==> src/rtl/lcd_arbiter_pkg.sv <==
// Shared definitions for the lcd arbiter: FSM state encodings and lcd field widths.
package lcd_arbiter_pkg;

  localparam int LCD_X_W     = 4;
  localparam int LCD_ASCII_W = 8;

  typedef enum logic [1:0] {
    S_IDLE  = 2'd0,
    S_ISSUE = 2'd1,
    S_ACK   = 2'd2,
    S_DRAIN = 2'd3
  } state_t;

endpackage

==> src/rtl/lcd_arbiter_rr_pick.sv <==
// Combinational round-robin picker: scans last_i+1, last_i+2, ... modulo NUM_REQ
// and returns the first asserted request.
module lcd_arbiter_rr_pick #(
  parameter int NUM_REQ = 2,
  parameter int IDX_W   = 1
) (
  input  logic [NUM_REQ-1:0] req_i,
  input  logic [IDX_W-1:0]   last_i,
  output logic               valid_o,
  output logic [IDX_W-1:0]   winner_o
);

  // First asserted request after the last winner wins; the last winner is checked last.
  always_comb begin
    valid_o  = 1'b0;
    winner_o = '0;
    for (int k = 1; k <= NUM_REQ; k++) begin
      if (!valid_o && req_i[(int'(last_i) + k) % NUM_REQ]) begin
        valid_o  = 1'b1;
        winner_o = IDX_W'((int'(last_i) + k) % NUM_REQ);
      end
    end
  end

endmodule

==> src/rtl/lcd_arbiter.sv <==
// Shares one lcd controller between NUM_REQ requesters with round-robin grant.
//
// Handshake (4-phase, level based, same on both sides): the initiator raises
// command with x/y/ascii stable; the responder raises response once it has
// taken the character; the initiator drops command; the responder drops
// response. A new command may only start once response is low again.
module lcd_arbiter
  import lcd_arbiter_pkg::*;
#(
  parameter int NUM_REQ = 2,
  parameter int IDX_W   = (NUM_REQ > 1) ? $clog2(NUM_REQ) : 1
) (
  input  logic                           clock_1_6m,
  input  logic                           reset_1_6m,
  input  logic                           clock_valid,
  input  logic [NUM_REQ-1:0]             req_command,
  input  logic [LCD_X_W*NUM_REQ-1:0]     req_x,
  input  logic [NUM_REQ-1:0]             req_y,
  input  logic [LCD_ASCII_W*NUM_REQ-1:0] req_ascii,
  output logic [NUM_REQ-1:0]             req_response,
  output logic                           lcd_command,
  output logic [LCD_X_W-1:0]             lcd_x,
  output logic                           lcd_y,
  output logic [LCD_ASCII_W-1:0]         lcd_ascii,
  input  logic                           lcd_response,
  output logic                           arb_busy,
  output logic [IDX_W-1:0]               grant_idx,
  output state_t                         dbg_state
);

  state_t                   state_q;
  logic [IDX_W-1:0]         grant_q;
  logic [NUM_REQ-1:0]       req_response_q;
  logic                     lcd_command_q;
  logic [LCD_X_W-1:0]       lcd_x_q;
  logic                     lcd_y_q;
  logic [LCD_ASCII_W-1:0]   lcd_ascii_q;

  logic                     grant_valid_d;
  logic [IDX_W-1:0]         grant_d;

  lcd_arbiter_rr_pick #(
    .NUM_REQ (NUM_REQ),
    .IDX_W   (IDX_W)
  ) u_rr_pick (
    .req_i    (req_command),
    .last_i   (grant_q),
    .valid_o  (grant_valid_d),
    .winner_o (grant_d)
  );

  // Arbitration FSM with registered lcd and response outputs; clock_valid=0 freezes everything.
  always_ff @(posedge clock_1_6m) begin
    if (clock_valid) begin
      if (reset_1_6m) begin
        state_q        <= S_IDLE;
        grant_q        <= IDX_W'(NUM_REQ - 1);
        req_response_q <= '0;
        lcd_command_q  <= 1'b0;
        lcd_x_q        <= '0;
        lcd_y_q        <= 1'b0;
        lcd_ascii_q    <= '0;
      end else begin
        case (state_q)
          S_IDLE: begin
            // A stale lcd_response (e.g. after a mid-transaction reset) blocks new grants.
            if (grant_valid_d && !lcd_response) begin
              grant_q       <= grant_d;
              lcd_x_q       <= req_x[int'(grant_d)*LCD_X_W +: LCD_X_W];
              lcd_y_q       <= req_y[grant_d];
              lcd_ascii_q   <= req_ascii[int'(grant_d)*LCD_ASCII_W +: LCD_ASCII_W];
              lcd_command_q <= 1'b1;
              state_q       <= S_ISSUE;
            end
          end
          S_ISSUE: begin
            if (lcd_response) begin
              lcd_command_q           <= 1'b0;
              req_response_q[grant_q] <= 1'b1;
              state_q                 <= S_ACK;
            end
          end
          S_ACK: begin
            // If the requester already dropped its command, the response is a 1-cycle pulse.
            if (!req_command[grant_q]) begin
              req_response_q <= '0;
              state_q        <= S_DRAIN;
            end
          end
          S_DRAIN: begin
            if (!lcd_response) begin
              state_q <= S_IDLE;
            end
          end
          default: begin
            state_q <= S_IDLE;
          end
        endcase
      end
    end
  end

  assign req_response = req_response_q;
  assign lcd_command  = lcd_command_q;
  assign lcd_x        = lcd_x_q;
  assign lcd_y        = lcd_y_q;
  assign lcd_ascii    = lcd_ascii_q;
  assign grant_idx    = grant_q;
  assign arb_busy     = (state_q != S_IDLE);
  assign dbg_state    = state_q;

endmodule
==> config.mk <==
export PLATFORM = sky130hd
export DESIGN_NAME = lcd_arbiter
export DESIGN_NICKNAME = d
export VERILOG_FILES = /design/src/rtl/lcd_arbiter_pkg.sv /design/src/rtl/lcd_arbiter_rr_pick.sv /design/src/rtl/lcd_arbiter.sv
export SDC_FILE = /design/constraint.sdc
export NUM_CORES = 1
export LEC_CHECK = 0
export BUFFER_PORTS_ARGS = -buffer_cell sky130_fd_sc_hd__buf_2
export CAP_MARGIN = 40
export CELL_PAD_IN_SITES_DETAIL_PLACEMENT = 2
export CELL_PAD_IN_SITES_GLOBAL_PLACEMENT = 2
export CORE_ASPECT_RATIO = 1.1
export CORE_UTILIZATION = 28
export CTS_CLUSTER_SIZE = 8
export DETAILED_ROUTE_END_ITERATION = 7
export PLACE_DENSITY_LB_ADDON = 0.05
export SLEW_MARGIN = 20
export SYNTH_ARGS = -nofsm -noshare
export SYNTH_HDL_FRONTEND = slang
export SYNTH_SLANG_ARGS = --single-unit
==> constraint.sdc <==
create_clock -name clock_1_6m -period 2.95 [get_ports clock_1_6m]
set_input_delay 0.59 -clock clock_1_6m [delete_from_list [all_inputs] [get_ports clock_1_6m]]
set_output_delay 0.59 -clock clock_1_6m [all_outputs]
set_load 0.01 [all_outputs]
; Word level (Yosys, flattened, before mapping)
; Cells that the tools add are included.
[word_totals]
register_bits = 19
latchBits = 0
ram_bits = 0
rom_bits = 0
output_inout_bits = 20
memories = 0
[op_classes]
n_addsub = 2
multipliers = 0
n_div = 0
n_lt_le_gt_ge = 5
n_eq_ne = 7
shifts = 2
muxes = 35
bitwise = 3
n_reduce_logical = 15
[op_table]
columns = op, n
row1 = 2-to-1 mux 1 bit, 21
row2 = 2-to-1 mux 8 bit, 2
row3 = variable part select 16 x 5 -> 8 bit, 1
row4 = 2-to-1 mux 2 bit, 6
row5 = "!= test 3 bit, second input constant", 4
row6 = 2-to-1 mux 4 bit, 2
row7 = one-hot mux 2 bit (4 select lines), 1
row8 = AND reduction 4 bit, 2
row9 = variable part select 8 x 4 -> 4 bit, 1
row10 = "< comparator 2 x 3 -> 1 bit, second input constant", 2
row11 = nonzero test 2 bit, 3
row12 = nonzero test 3 bit, 2
row13 = AND reduction 5 bit, 1
row14 = "equality test 2 bit, second input constant", 2
row15 = "< comparator 1 x 2 -> 1 bit, second input constant", 2
row16 = one-hot mux 2 bit (2 select lines), 1
row17 = logical AND 1 bit, 3
row18 = AND reduction 3 bit, 1
row19 = "adder 1 bit, second input constant", 2
row20 = "bitwise AND 1 bit, first input constant", 2
row21 = "equality test 2 x 1 -> 1 bit, second input constant", 1
row22 = zero test 1 bit, 2
row23 = zero test 2 bit, 1
row24 = bitwise OR 2 bit, 1
row25 = 3 further kinds, 3

; Logic depth before layout (Yosys ltp)
; Gate-level depths: netlist of the first run.
[logic_depth]
ltp_word = 13
ltp_mapped = 5
depth_no_buf = 5

; Modules after synthesis
; A second synthesis of the first run with hierarchy kept.
[hier_totals]
cells_unflattened = 84
area_unflattened_um2 = 1002.2
[modules_own_cells]
columns = mod, instances, cells_each, area_each_um2
row1 = lcd_arbiter, 1, 82, 988.4
row2 = lcd_arbiter_rr_pick, 1, 2, 13.8

; Worst setup path after synthesis of the first run
; OpenSTA, ideal clock, no wires.
[synth_timing]
path_type = reg2reg
startpoint = register state_q[0], in the netlist dbg_state[0]
endpoint = register grant_q, in the netlist grant_idx, enable pin
setup_ns = 0.364
arrival_time_ns = 1.433
setup_slack_ns = 1.153
stages_incl_launch_ff = 6
path_buffers = 0
path_cell_list = edfxtp_1 > inv_1 > ha_1 > inv_1 > nor3_1 > o21a_1
[synth_via]
elab_chain_cells = 3
[synth_lines]
columns = element, line_no
row1 = from (decl), lcd_arbiter.sv:31  ; state_t state_q;
row2 = from (signal assigned), lcd_arbiter.sv:56  ; state_q <= S_IDLE;
row3 = from (signal assigned), lcd_arbiter.sv:73  ; state_q <= S_ISSUE;
row4 = from (signal assigned), lcd_arbiter.sv:80  ; state_q <= S_ACK;
row5 = zero test 2 bit, lcd_arbiter.sv:64  ; case (state_q)
row6 = nonzero test 2 bit (no source line), --
row7 = AND reduction 3 bit (no source line), --
row8 = to (signal assigned), lcd_arbiter.sv:57  ; grant_q <= IDX_W'(NUM_REQ - 1);
row9 = to (signal assigned), lcd_arbiter.sv:68  ; grant_q <= grant_d;
row10 = to (decl), lcd_arbiter.sv:32  ; logic [IDX_W-1:0] grant_q;
; Every way passes these cells.
; A chain may end at the register's enable or synchronous reset.

; Worst setup path after layout of the first run
[layout_timing]
startpoint = register state_q[1], in the netlist dbg_state[1]
endpoint = register lcd_x_q[0], in the netlist lcd_x[0], enable pin
[layout_via]
elab_chain_cells = 3
[layout_lines]
columns = element, line_no
row1 = zero test 2 bit, lcd_arbiter.sv:64
row2 = nonzero test 2 bit (no source line), --
row3 = AND reduction 3 bit (no source line), --
row4 = to (signal assigned), lcd_arbiter.sv:69  ; lcd_x_q <= req_x[int'(grant_d)*LCD_X_W +: LCD_X_W];
row5 = to (decl), lcd_arbiter.sv:35  ; logic [LCD_X_W-1:0] lcd_x_q;
; Every way passes these cells.

==> summary.md, run 1 <==
| Metric | Value |
|---|---|
| Register area | 570.5 sq um |
| Max_slew headroom | 58.06% |
| Design area | 1393 sq um |
| Status | finished, final reports clean |
| # fillers | 439 |
| Inserted Clock Buffers | 3 |
| Peak VDD IR | 0.1386 mV |
| Critical path fanouts, max | 14 |
| Initial antenna violation count | 0 |
| Fin crit share | 65.63% |
| Starting Density | approximately 29% |
| First-pass GRT wire length | about 4300 um |
| Ant diodes | 0 |
| Gpl congestion | between 0.7 and 0.8 |
| DP Area | 1346 sq um |
| H-tree depth | 1 |
| Area delta synth->final | 30.63% |
| Worst R2R Setup Slack | 1010 ps |
| CTS tree | done |
| Clk pin slew, worst setup/hold paths | 70 ps |
| Fin nets | 184 |
| RSZ-0062 raised after global routing | no |
| Detail Route Antenna Nets | 0 |
| Gr usage total | 15.48% |
| Launch point of the worst hold path | req_response[1] |
| Share of post-route cells with drive strength above 1 | between 50% and 60% |
| Clk_skew | 2.293 ps |
| Detailed-placement wirelength estimate | 2106 um |
| Post-Synthesis Cells | 96 |
| Hold Crit Class | flip-flop to flip-flop |
| 1st-iter DRT viols | 30 |
| CTS resizes | 0 |
| Pwr/cell area | 460.2 nW/um^2 |
| # clock sinks | 19 |
| Grt total ovfl | 0 |
| Die Span X | 60.83 um |
| Ys Warns | 0 |
| Via density | 4.543 |
| Part of the Yosys area used for sequential elements | about 54% |
| Largest net degree at the start of global routing | 25 |
| Mapped cell area | 1066 sq um |
| Detailed Routing Iterations Pass 1 | 4 |
| Max Clock Freq | approximately 520 MHz |
| Drt drc | 0 |
| Die Ht | approximately 67 um |
| Post-Route WL | between 2000 and 3000 um |
| R2R cell count | 5 |
| Vias in the first global route | 965 |
| Clock buffer depth | 2 |
| Via Count | 895 |
| Clock root cell | clkbuf_8 |
| # IOs | 52 |
| Critical Path End Type | flip-flop |
| Post-CTS Hold Buffers | 0 |
| Post-route setup TNS | 0 ps |
| DR WL/cell | 13.84 um |
| Die ar. | between 4000 and 5000 sq um |
| Post-layout util | a little under two fifths |
| CP startpoint kind | flip-flop |
| Hold Path Sink | req_response[1] |
| Core area | 3655 sq um |
| Commonest non-fill, non-tap cell in the layout | buf_2 |
| Final Slew Violations | 0 |
| Row count | 23 |
| Worst R2R End | lcd_x[0] |
| Worst hold slack | 654.1 ps |
| WHS Path Cells | 2 |
| Number of synthesized register bits | 19 |
| Mapped Nets | 132 |
| WS Path Type | flip-flop to flip-flop |
| IO buf count | 51 |
| LEAKAGE | 0.6046 nW |
| Critical Path RT | 2850 ps |
| Final hold vios | 0 |
| Cell variety after synth | 26 |
| Clk_lat worst skew | 260 ps |
| Post-CTS setup buffer count | 0 |
| Setup-failing EPs final | 0 |
| Multi-input gate area | 439.2 sq um |
| RR Startpoint | dbg_state[1] |
| CP arrival | 1840 ps |
| Mean Syn Cell Area | 11.10 sq um |
| Slew @ Worst Pin | 625.4 ps |
| Most frequent cells in the layout | 51 x buf_2, 19 x edfxtp_1, 16 x nand2_1 |
| Min cycle time layout | 1936 ps |
| Max-cap violation count | 0 |
stage by stage:
step | instances | power [mW] | worst slack (ps)
6_report | 197 | 0.6409 | 1014
3_5_place_dp | 193 | 0.4655 | 914.5
5_1_grt | 197 | 0.6768 | 867.1
2_1_floorplan | 96 | 0.4110 | 1153
4_1_cts | 197 | 0.6572 | 958.6
3_3_place_gp | 193 | 0.4596 | 948.7
Yosys cell counts:
master	count	area [sq um]
nor3_1	2	10.01
a21boi_2	1	11.26
nand2_2	10	62.56
or2b_1	1	7.510
a31oi_1	1	6.260
a211oi_1	1	7.510
a21bo_4	1	16.27
nor4_1	1	6.260
nand2b_1	2	12.51
ha_1	4	50.05
nor2_1	5	18.77
o21ai_0	1	5.000
a211o_1	1	8.760
nand2_1	16	60.06
buf_4	1	7.510
a21oi_2	10	87.58
o21a_1	1	7.510
mux2i_1	1	10.01
a21oi_1	6	30.03
buf_12	1	20.02
o31a_1	1	8.760
edfxtp_1	19	570.6
inv_1	5	18.77
and3_1	1	6.260
buf_2	2	10.01
nor2b_1	1	6.260
critical path, cell delays in order (launching register included):
cell,delay (ps)
edfxtp_1,440
inv_1,120
ha_1,200
inv_1,100
nor3_1,190
o21a_1,520
cell families (layout without fill, tap and decap cells):
group | after synthesis | in the layout | share of synthesized area [%]
AO/OA/AOI/OAI | 24 | 24 | 17.72
adder cells (fa/ha/maj) | 4 | 4 | 4.695
AND/OR/NAND/NOR | 39 | 39 | 17.84
multiplexers | 1 | 1 | 0.9390
flip-flops | 19 | 19 | 53.52
buffers and inverters | 9 | 60 | 5.282
worst max path at each step:
stage	from	slack, ps	to
floorplan	dbg_state[0]	1150	grant_idx
global placement	reset_1_6m	950	lcd_x[0]
detailed placement	reset_1_6m	910	lcd_ascii[5]
CTS	dbg_state[1]	960	lcd_ascii[5]
global route	dbg_state[1]	870	lcd_x[0]
finish	dbg_state[1]	1010	lcd_x[0]
cell type report:
cell class	instances	share of cell area [%]
multi-input cells	68	31.54
well taps	50	4.492
flip-flops and latches	19	40.97
clock buffers	3	2.965
inverters	5	1.348
repair buffers	51	18.33
clock inverters	1	0.3594
registers in the layout, indices dropped and copies added (netlist names):
name / cells
lcd_ascii: 8
lcd_x: 4
dbg_state: 2
req_response: 2
grant_idx: 1
lcd_command: 1
lcd_y: 1
routing by layer:
metal,track usage (%),up-vias,share of wire (%)
li1,-,434,-
met1,15.67,426,37
met2,28.16,30,55
met3,2.718,5,4.6
met4,10.23,0,3.2
met5,0,-,0
where the power goes:
| group | switching [mW] | internal [mW] | total, mW | leakage, nW |
|---|---|---|---|---|
| clock | 0.0915 | 0.0942 | 0.186 | 0.0255 |
| sequential | 0.00867 | 0.320 | 0.329 | 0.184 |
| combinational | 0.0725 | 0.0540 | 0.127 | 0.395 |
(Power assumes the default switching activity.)
==> run 2: changes to the inputs <==
- CORE_UTILIZATION: 28 -> 24
- clock period: 2.95 -> 1.7 ns (I/O delays scaled with it)
==> run 2 against run 1 <==
Compared with the run above:
- global-route usage is 1.9 points lower
- count of clock-buffer cells in the layout stayed put
- hold slack worse by 240 ps
- flip-flop and latch count stayed put
- critical path depth stayed put
- setup slack worse by 910 ps
- die area is 16% higher
- highest routed layer unchanged
==> summary.md, run 2 (synthesis results as in run 1) <==
| Metric | Value |
|---|---|
| Share of post-route cells with drive strength above 1 | 57.24% (was 52.38%) |
| Max-cap violation count | 0 (unchanged) |
| Post-route setup TNS | 0 ps (unchanged) |
| Switching Power | 309.6 uW (was 172.6 uW) |
| Worst path cell trace | buf_4, ha_1, nand2b_1, o21ai_0, a21oi_1 (was inv_1, ha_1, inv_1, nor3_1, o21a_1) |
| Critical Path RT | 1650 ps (was 2850 ps) |
| # fillers | 480 (was 439) |
| Combinational Power Share | 21.4% (was 19.7%) |
| Worst hold slack | 414.9 ps (was 654.1 ps) |
| Critical path's top delay family | flip-flops (was compound AO/OA/AOI/OAI gates) |
| DR WL/cell | 14.20 um (was 13.84 um) |
| Number of flip-flops in the largest register | 8 (unchanged) |
| CP max stage delay | 430 ps (was 520 ps) |
| Core area | 4285 sq um (was 3655 sq um) |
| CTS tree | done (unchanged) |
| # IOs | 52 (unchanged) |
| Fin crit share | 93.84% (was 65.63%) |
| Inserted Clock Buffers | 3 (unchanged) |
| Clk_lat worst skew | 260 ps (about the same) |
| Gr usage total | 13.55% (was 15.48%) |
| Die Ht | 71.90 um (was 66.72 um) |
| Critical path fanouts, max | 5 (was 14) |
| DP Area | 1395 sq um (was 1346 sq um) |
| Die ar. | 4713 sq um (was 4058 sq um) |
| Largest net degree at the start of global routing | 15 (was 25) |
| Area delta synth->final | 36.74% (was 30.63%) |
| Min cycle time layout | 1595 ps (was 1936 ps) |
| Most frequent cells in the layout | 51 x buf_2, 19 x edfxtp_1, 16 x nand2_1 (unchanged) |
| Ant diodes | 0 (unchanged) |
| Clock root cell | clkbuf_8 (unchanged) |
| WS Path Type | flip-flop to flip-flop (unchanged) |
| Die Span X | 65.55 um (was 60.83 um) |
| Clock power frac | 28.5% (was 29.0%) |
| Clock buffer depth | 2 (unchanged) |
| Detailed-placement wirelength estimate | 2299 um (was 2106 um) |
| Fin nets | 189 (was 184) |
| CP startpoint kind | flip-flop (unchanged) |
| IO buf count | 51 (unchanged) |
| Reg power frac | 50.0% (was 51.3%) |
| Drt drc | 0 (unchanged) |
| Detailed Routing Iterations Pass 1 | 3 (was 4) |
| Max_slew headroom | 79.97% (was 58.06%) |
| Slew @ Worst Pin | 297.4 ps (was 625.4 ps) |
| Slowest cell on crit path | edfxtp_1 (was o21a_1) |
| CP arrival | 1550 ps (was 1840 ps) |
| CP Depth | 5 (unchanged) |
| Design area | 1458 sq um (was 1393 sq um) |
| # clock sinks | 19 (unchanged) |
| Register area | 570.5 sq um (unchanged) |
| LEAKAGE | 0.6329 nW (was 0.6046 nW) |
| Multi-input gate area | 449.2 sq um (was 439.2 sq um) |
| Clk pin slew, worst setup/hold paths | 80 ps (was 70 ps) |
| Final Power | 1.136 mW (was 640.9 uW) |
| Status | finished, final reports clean (unchanged) |
| Row count | 25 (was 23) |
| Post-layout util | 34.01% (was 38.10%) |
| R2R cell count | 5 (unchanged) |
| Starting Density | 24.88% (was 29.17%) |
| H-tree depth | 1 (unchanged) |
| Critical Path End Type | flip-flop (unchanged) |
| Post-Route WL | 2926 um (was 2727 um) |
| Initial antenna violation count | 0 (unchanged) |
| Setup-failing EPs final | 0 (unchanged) |
| WHS Path Cells | 3 (was 2) |
| Commonest non-fill, non-tap cell in the layout | buf_2 (unchanged) |
| Switching share of power | 27.25% (was 26.94%) |
| Worst path bufs/invs | 1 (was 2) |
| 1st-iter DRT viols | 42 (was 30) |
| Vias in the first global route | 1002 (was 965) |
| Peak VDD IR | 0.2510 mV (was 0.1386 mV) |
| Via Count | 923 (was 895) |
| Hold Crit Class | input port to flip-flop (was flip-flop to flip-flop) |
| RSZ-0062 raised after global routing | no (unchanged) |
| Grt total ovfl | 0 (unchanged) |
| Detail Route Antenna Nets | 0 (unchanged) |
| First-pass GRT wire length | 4705 um (was 4326 um) |
| Clk_skew | 1.173 ps (was 2.293 ps) |
| Max Clock Freq | 626.8 MHz (was 516.5 MHz) |
| Pwr/cell area | 779.6 nW/um^2 (was 460.2 nW/um^2) |
| Internal power | 826.8 uW (was 468.3 uW) |
| Final Slew Violations | 0 (unchanged) |
| Gpl congestion | 0.6816 (was 0.7189) |
| Final hold vios | 0 (unchanged) |
| Via density | 4.481 (was 4.543) |
run 2: cell type report:
type,count,share of cell area (%)
sequential,19,39.14
multi-input combinational,68,30.82
timing repair buffer,56,20.94
tap,54,4.635
clock buffer,3,2.833
inverter,5,1.288
clock inverter,1,0.3433
run 2: worst register-to-register path, delay by kind of cell (launching register included):
family                   cells  cell delay (ps)
flip-flops                   1              430
adder cells (fa/ha/maj)      1              250
AO/OA/AOI/OAI                2              360
buffers and inverters        1              160
AND/OR/NAND/NOR              1              100
run 2: layer usage:
metal / routed length, um / global-route usage, %
met2: 1576 / 24.97
met1: 1101 / 13.79
met5: 0 / 0
met3: 205 / 4.403
met4: 42 / 5.797
run 2: repair_timing:
item / in CTS / in global routing
setup buffers: 0 / 1
gates resized for setup: 0 / 4
endpoints found under the setup margin: 0 / 15
hold buffers: 0 / 0
run 2: final timing paths:
kind / startpoint / slack, ps / endpoint
worst max-delay path: dbg_state[1] / 100 / req_response[1]
worst min-delay path: req_y[1] / 410 / lcd_y
worst max register to register: dbg_state[1] / 100 / req_response[1]
worst min register to register: req_response[1] / 640 / req_response[1]
run 2: through the flow:
step | instances | worst slack [ps]
6_report | 206 | 104.7
5_1_grt | 206 | 17.82
4_1_cts | 205 | 19.78
3_5_place_dp | 201 | 35.10
3_3_place_gp | 201 | 116.6
2_1_floorplan | 96 | 61.45
run 2: power by group through the flow:
stage	Sequential (mW)	Combinational [mW]	Clock [mW]
CTS	0.570	0.245	0.335
floorplan	0.594	0.120	0
finish	0.568	0.244	0.324
detailed placement	0.580	0.243	0
global placement	0.578	0.236	0
global route	0.572	0.273	0.351
==> run 3: changes to the inputs <==
- CORE_UTILIZATION: 24 -> 23
- SYNTH_HIERARCHICAL: unset -> 1
==> run 3 against run 2 <==
Compared with the run above:
- routed wire length down 14%
- hold slack worse by 22 ps
- count of clock-buffer cells in the layout up 1
- via count down 9.8%
- synthesized cell count fell by 13%
- non-clock buffer count is 2 lower
- flip-flop and latch count did not move
- global-route usage down 1.6 points
- clock power shrank 2%
- cell count shrank 7.8%
- first-iteration DRC count shrank 60%
- critical endpoint is now lcd_x[0]
- largest power group unchanged
- highest routed layer unchanged
==> summary.md, run 3 <==
| Metric | Value |
|---|---|
| Crit path capture | lcd_x[0] (was req_response[1]) |
| Most frequent cells in the layout | 51 x buf_2, 20 x nor2_1, 19 x edfxtp_1 (was 51 x buf_2, 19 x edfxtp_1, 16 x nand2_1) |
| CTS resizes | 0 (unchanged) |
| Worst R2R End | lcd_x[0] (was req_response[1]) |
| Max_slew headroom | 81.45% (was 79.97%) |
| Area delta synth->final | 37.95% (was 36.74%) |
| Status | finished, final reports clean (unchanged) |
| Main flop type after synthesis | edfxtp_1 (unchanged) |
| Final hold vios | 0 (unchanged) |
| Mean Syn Cell Area | 11.93 sq um (was 11.10 sq um) |
| Commonest cells post-synth | 20 x nor2_1, 19 x edfxtp_1, 14 x mux2i_1 (was 19 x edfxtp_1, 16 x nand2_1, 10 x a21oi_2, 10 x nand2_2, 6 x a21oi_1) |
| CTS tree | done (unchanged) |
| Clock root cell | clkbuf_8 (unchanged) |
| Area contributors post-synth | edfxtp_1 57%, mux2i_1 14%, nor2_1 7.5% (was edfxtp_1 54%, a21oi_2 8.2%, nand2_2 5.9%) |
| Min cycle time layout | 1572 ps (was 1595 ps) |
| Post-placement cell count | 186 (was 201) |
| Peak VDD IR | 0.1740 mV (was 0.2510 mV) |
| Detailed-placement wirelength estimate | 1984 um (was 2299 um) |
| Max-cap violation count | 0 (unchanged) |
| Yosys top cell by area | edfxtp_1 (unchanged) |
| CP arrival | 1550 ps (about the same) |
| Clock buffer depth | 2 (unchanged) |
| Clk_skew | 1.709 ps (was 1.173 ps) |
| # IOs | 52 (unchanged) |
| Initial antenna violation count | 0 (unchanged) |
| Number of synthesized register bits | 19 (unchanged) |
| RSZ-0062 raised after global routing | no (unchanged) |
| Detail Route Antenna Nets | 0 (unchanged) |
| Inserted Clock Buffers | 3 (unchanged) |
| Design area | 1383 sq um (was 1458 sq um) |
| Share of post-route cells with drive strength above 1 | 42.75% (was 57.24%) |
| Gr usage total | 11.92% (was 13.55%) |
| Part of the Yosys area used for sequential elements | 56.93% (was 53.52%) |
| Synth top area share | 56.93% (was 53.52%) |
| Critical Path End Type | flip-flop (unchanged) |
| Slew @ Worst Pin | 278.3 ps (was 297.4 ps) |
| Register area | 570.5 sq um (unchanged) |
| Ys Warns | 6 (was 0) |
| Drt drc | 0 (unchanged) |
| Setup-failing EPs final | 0 (unchanged) |
| Largest net degree at the start of global routing | 16 (was 15) |
| Die Span X | 64.94 um (was 65.55 um) |
| Post-route setup TNS | 0 ps (unchanged) |
| Post-Place Worst Slack | 118.4 ps (was 35.10 ps) |
| Fin crit share | 92.49% (was 93.84%) |
| First-pass GRT wire length | 4153 um (was 4705 um) |
| Post-Synthesis Cells | 84 (was 96) |
| # fillers | 471 (was 480) |
| Worst Slack Setup Final | 127.7 ps (was 104.7 ps) |
| Number of synthesized flops with an enable pin | 19 (unchanged) |
| Final Slew Violations | 0 (unchanged) |
| Mapped cell area | 1002 sq um (was 1066 sq um) |
| Max Clock Freq | 636.0 MHz (was 626.8 MHz) |
| Crit. Startpoint | dbg_state[0] (was dbg_state[1]) |
| Non-Filler Instances | 190 (was 206) |
| Count leader, synth | nor2_1 (was edfxtp_1) |
| # clock sinks | 19 (unchanged) |
| Mapped Nets | 120 (was 132) |
| RR Startpoint | dbg_state[0] (was dbg_state[1]) |
| Cell variety after synth | 23 (was 26) |
| Fin nets | 175 (was 189) |
| Post-Route WL | 2514 um (was 2926 um) |
| Starting Density | 24.54% (was 24.88%) |
| Worst R2R Setup Slack | 130 ps (was 100 ps) |
| Hold Crit Class | input port to flip-flop (unchanged) |
| IO buf count | 51 (unchanged) |
| Via Count | 833 (was 923) |
| Multi-input gate area | 380.4 sq um (was 449.2 sq um) |
| Row count | 24 (was 25) |
| Number of flip-flops in the largest register | 8 (unchanged) |
| Gpl congestion | 0.6835 (was 0.6816) |
| Core area | 4084 sq um (was 4285 sq um) |
| Detailed Routing Iterations Pass 1 | 2 (was 3) |
| Vias in the first global route | 910 (was 1002) |
| LEAKAGE | 0.6258 nW (was 0.6329 nW) |
| DP Area | 1338 sq um (was 1395 sq um) |
| CP startpoint kind | flip-flop (unchanged) |
| R2R cell count | 6 (was 5) |
| Critical Path RT | 1670 ps (was 1650 ps) |
| Via density | 4.384 (was 4.481) |
| Pwr/cell area | 798.6 nW/um^2 (was 779.6 nW/um^2) |
| Ys async rst share | 0% (unchanged) |
| Die Ht | 71.23 um (was 71.90 um) |
| WS Path Type | flip-flop to flip-flop (unchanged) |
| Post-CTS setup buffer count | 0 (unchanged) |
| Critical path fanouts, max | 14 (was 5) |
| Post-CTS Hold Buffers | 0 (unchanged) |
| Die ar. | 4626 sq um (was 4713 sq um) |
| Ant diodes | 0 (unchanged) |
| Grt total ovfl | 0 (unchanged) |
| Clk_lat worst skew | 250 ps (was 260 ps) |
| Commonest non-fill, non-tap cell in the layout | buf_2 (unchanged) |
| 1st-iter DRT viols | 17 (was 42) |
| H-tree depth | 1 (unchanged) |
| Clk pin slew, worst setup/hold paths | 70 ps (was 80 ps) |
| DR WL/cell | 13.23 um (was 14.20 um) |
==> run 3: changes by cell type after synthesis, sizes merged, moves of 2 or more <==
cell / previous run / this run
nor2: 5 / 20
nand2: 26 / 1
mux2i: 1 / 14
a21oi: 16 / 1
or2: 0 / 2
==> run 3: report_power, final <==
part / switching [mW] / internal (mW) / total (mW)
registers: 0.0132 / 0.555 / 0.568
logic: 0.114 / 0.103 / 0.217
clock network: 0.152 / 0.167 / 0.318
==> run 3: kinds of logic (layout without fill, tap and decap cells) <==
logic type / count (synthesis) / count (layout) / synth area share (%)
adders and majority gates: 4 / 4 / 4.994
buffers and inverters: 9 / 63 / 5.492
DFF: 19 / 19 / 56.93
AOI/OAI and AO/OA: 9 / 9 / 5.992
and+or+nand+nor: 29 / 29 / 12.61
muxes: 14 / 14 / 13.98
==> run 3: critical path: stages (launching register included) <==
cell,delay (ps)
edfxtp_1,440
inv_1,110
ha_1,200
nand2_1,100
nor2_1,120
o21a_1,170
buf_12,160
==> run 3: through the flow <==
| stage | total power, mW | hold slack [ps] | util (%) |
|---|---|---|---|
| detailed placement | 0.8021 | 619.9 | 32.75 |
| finish | 1.104 | 392.8 | 33.85 |
| global placement | 0.7939 | 604.7 | 32.75 |
| floorplan | 0.6977 | 531.1 | - |
| CTS | 1.119 | 395.6 | 33.85 |
| global route | 1.160 | 403.7 | 33.85 |
==> run 3: how the worst min path moves through the flow <==
stage                    start               to  cells past startpoint
2_1_floorplan       reset_1_6m     dbg_state[1]                      1
3_5_place_dp   req_response[1]  req_response[1]                      2
6_report              req_x[2]         lcd_x[2]                      3
3_3_place_gp   req_response[1]  req_response[1]                      2
4_1_cts               req_x[2]         lcd_x[2]                      3
5_1_grt               req_x[2]         lcd_x[2]                      3
==> run 3: layout make-up <==
class                      instances  share of cell area, %
timing repair buffer              54                  21.90
inverter                           5                  1.357
tap                               52                  4.706
clock buffer                       4                  3.258
sequential                        19                  41.27
multi-input combinational         56                  27.51
==> run 3: routing by layer <==
layer  wire (um)  track usage [%]  vias to the layer above  part of all wire (%)
li1            -                -                      402                     -
met3         161            2.389                        4                   6.4
met2        1242            20.02                       33                    49
met1        1076            14.70                      394                    43
met5           0                0                        -                     0
met4          34            5.185                        0                   1.4
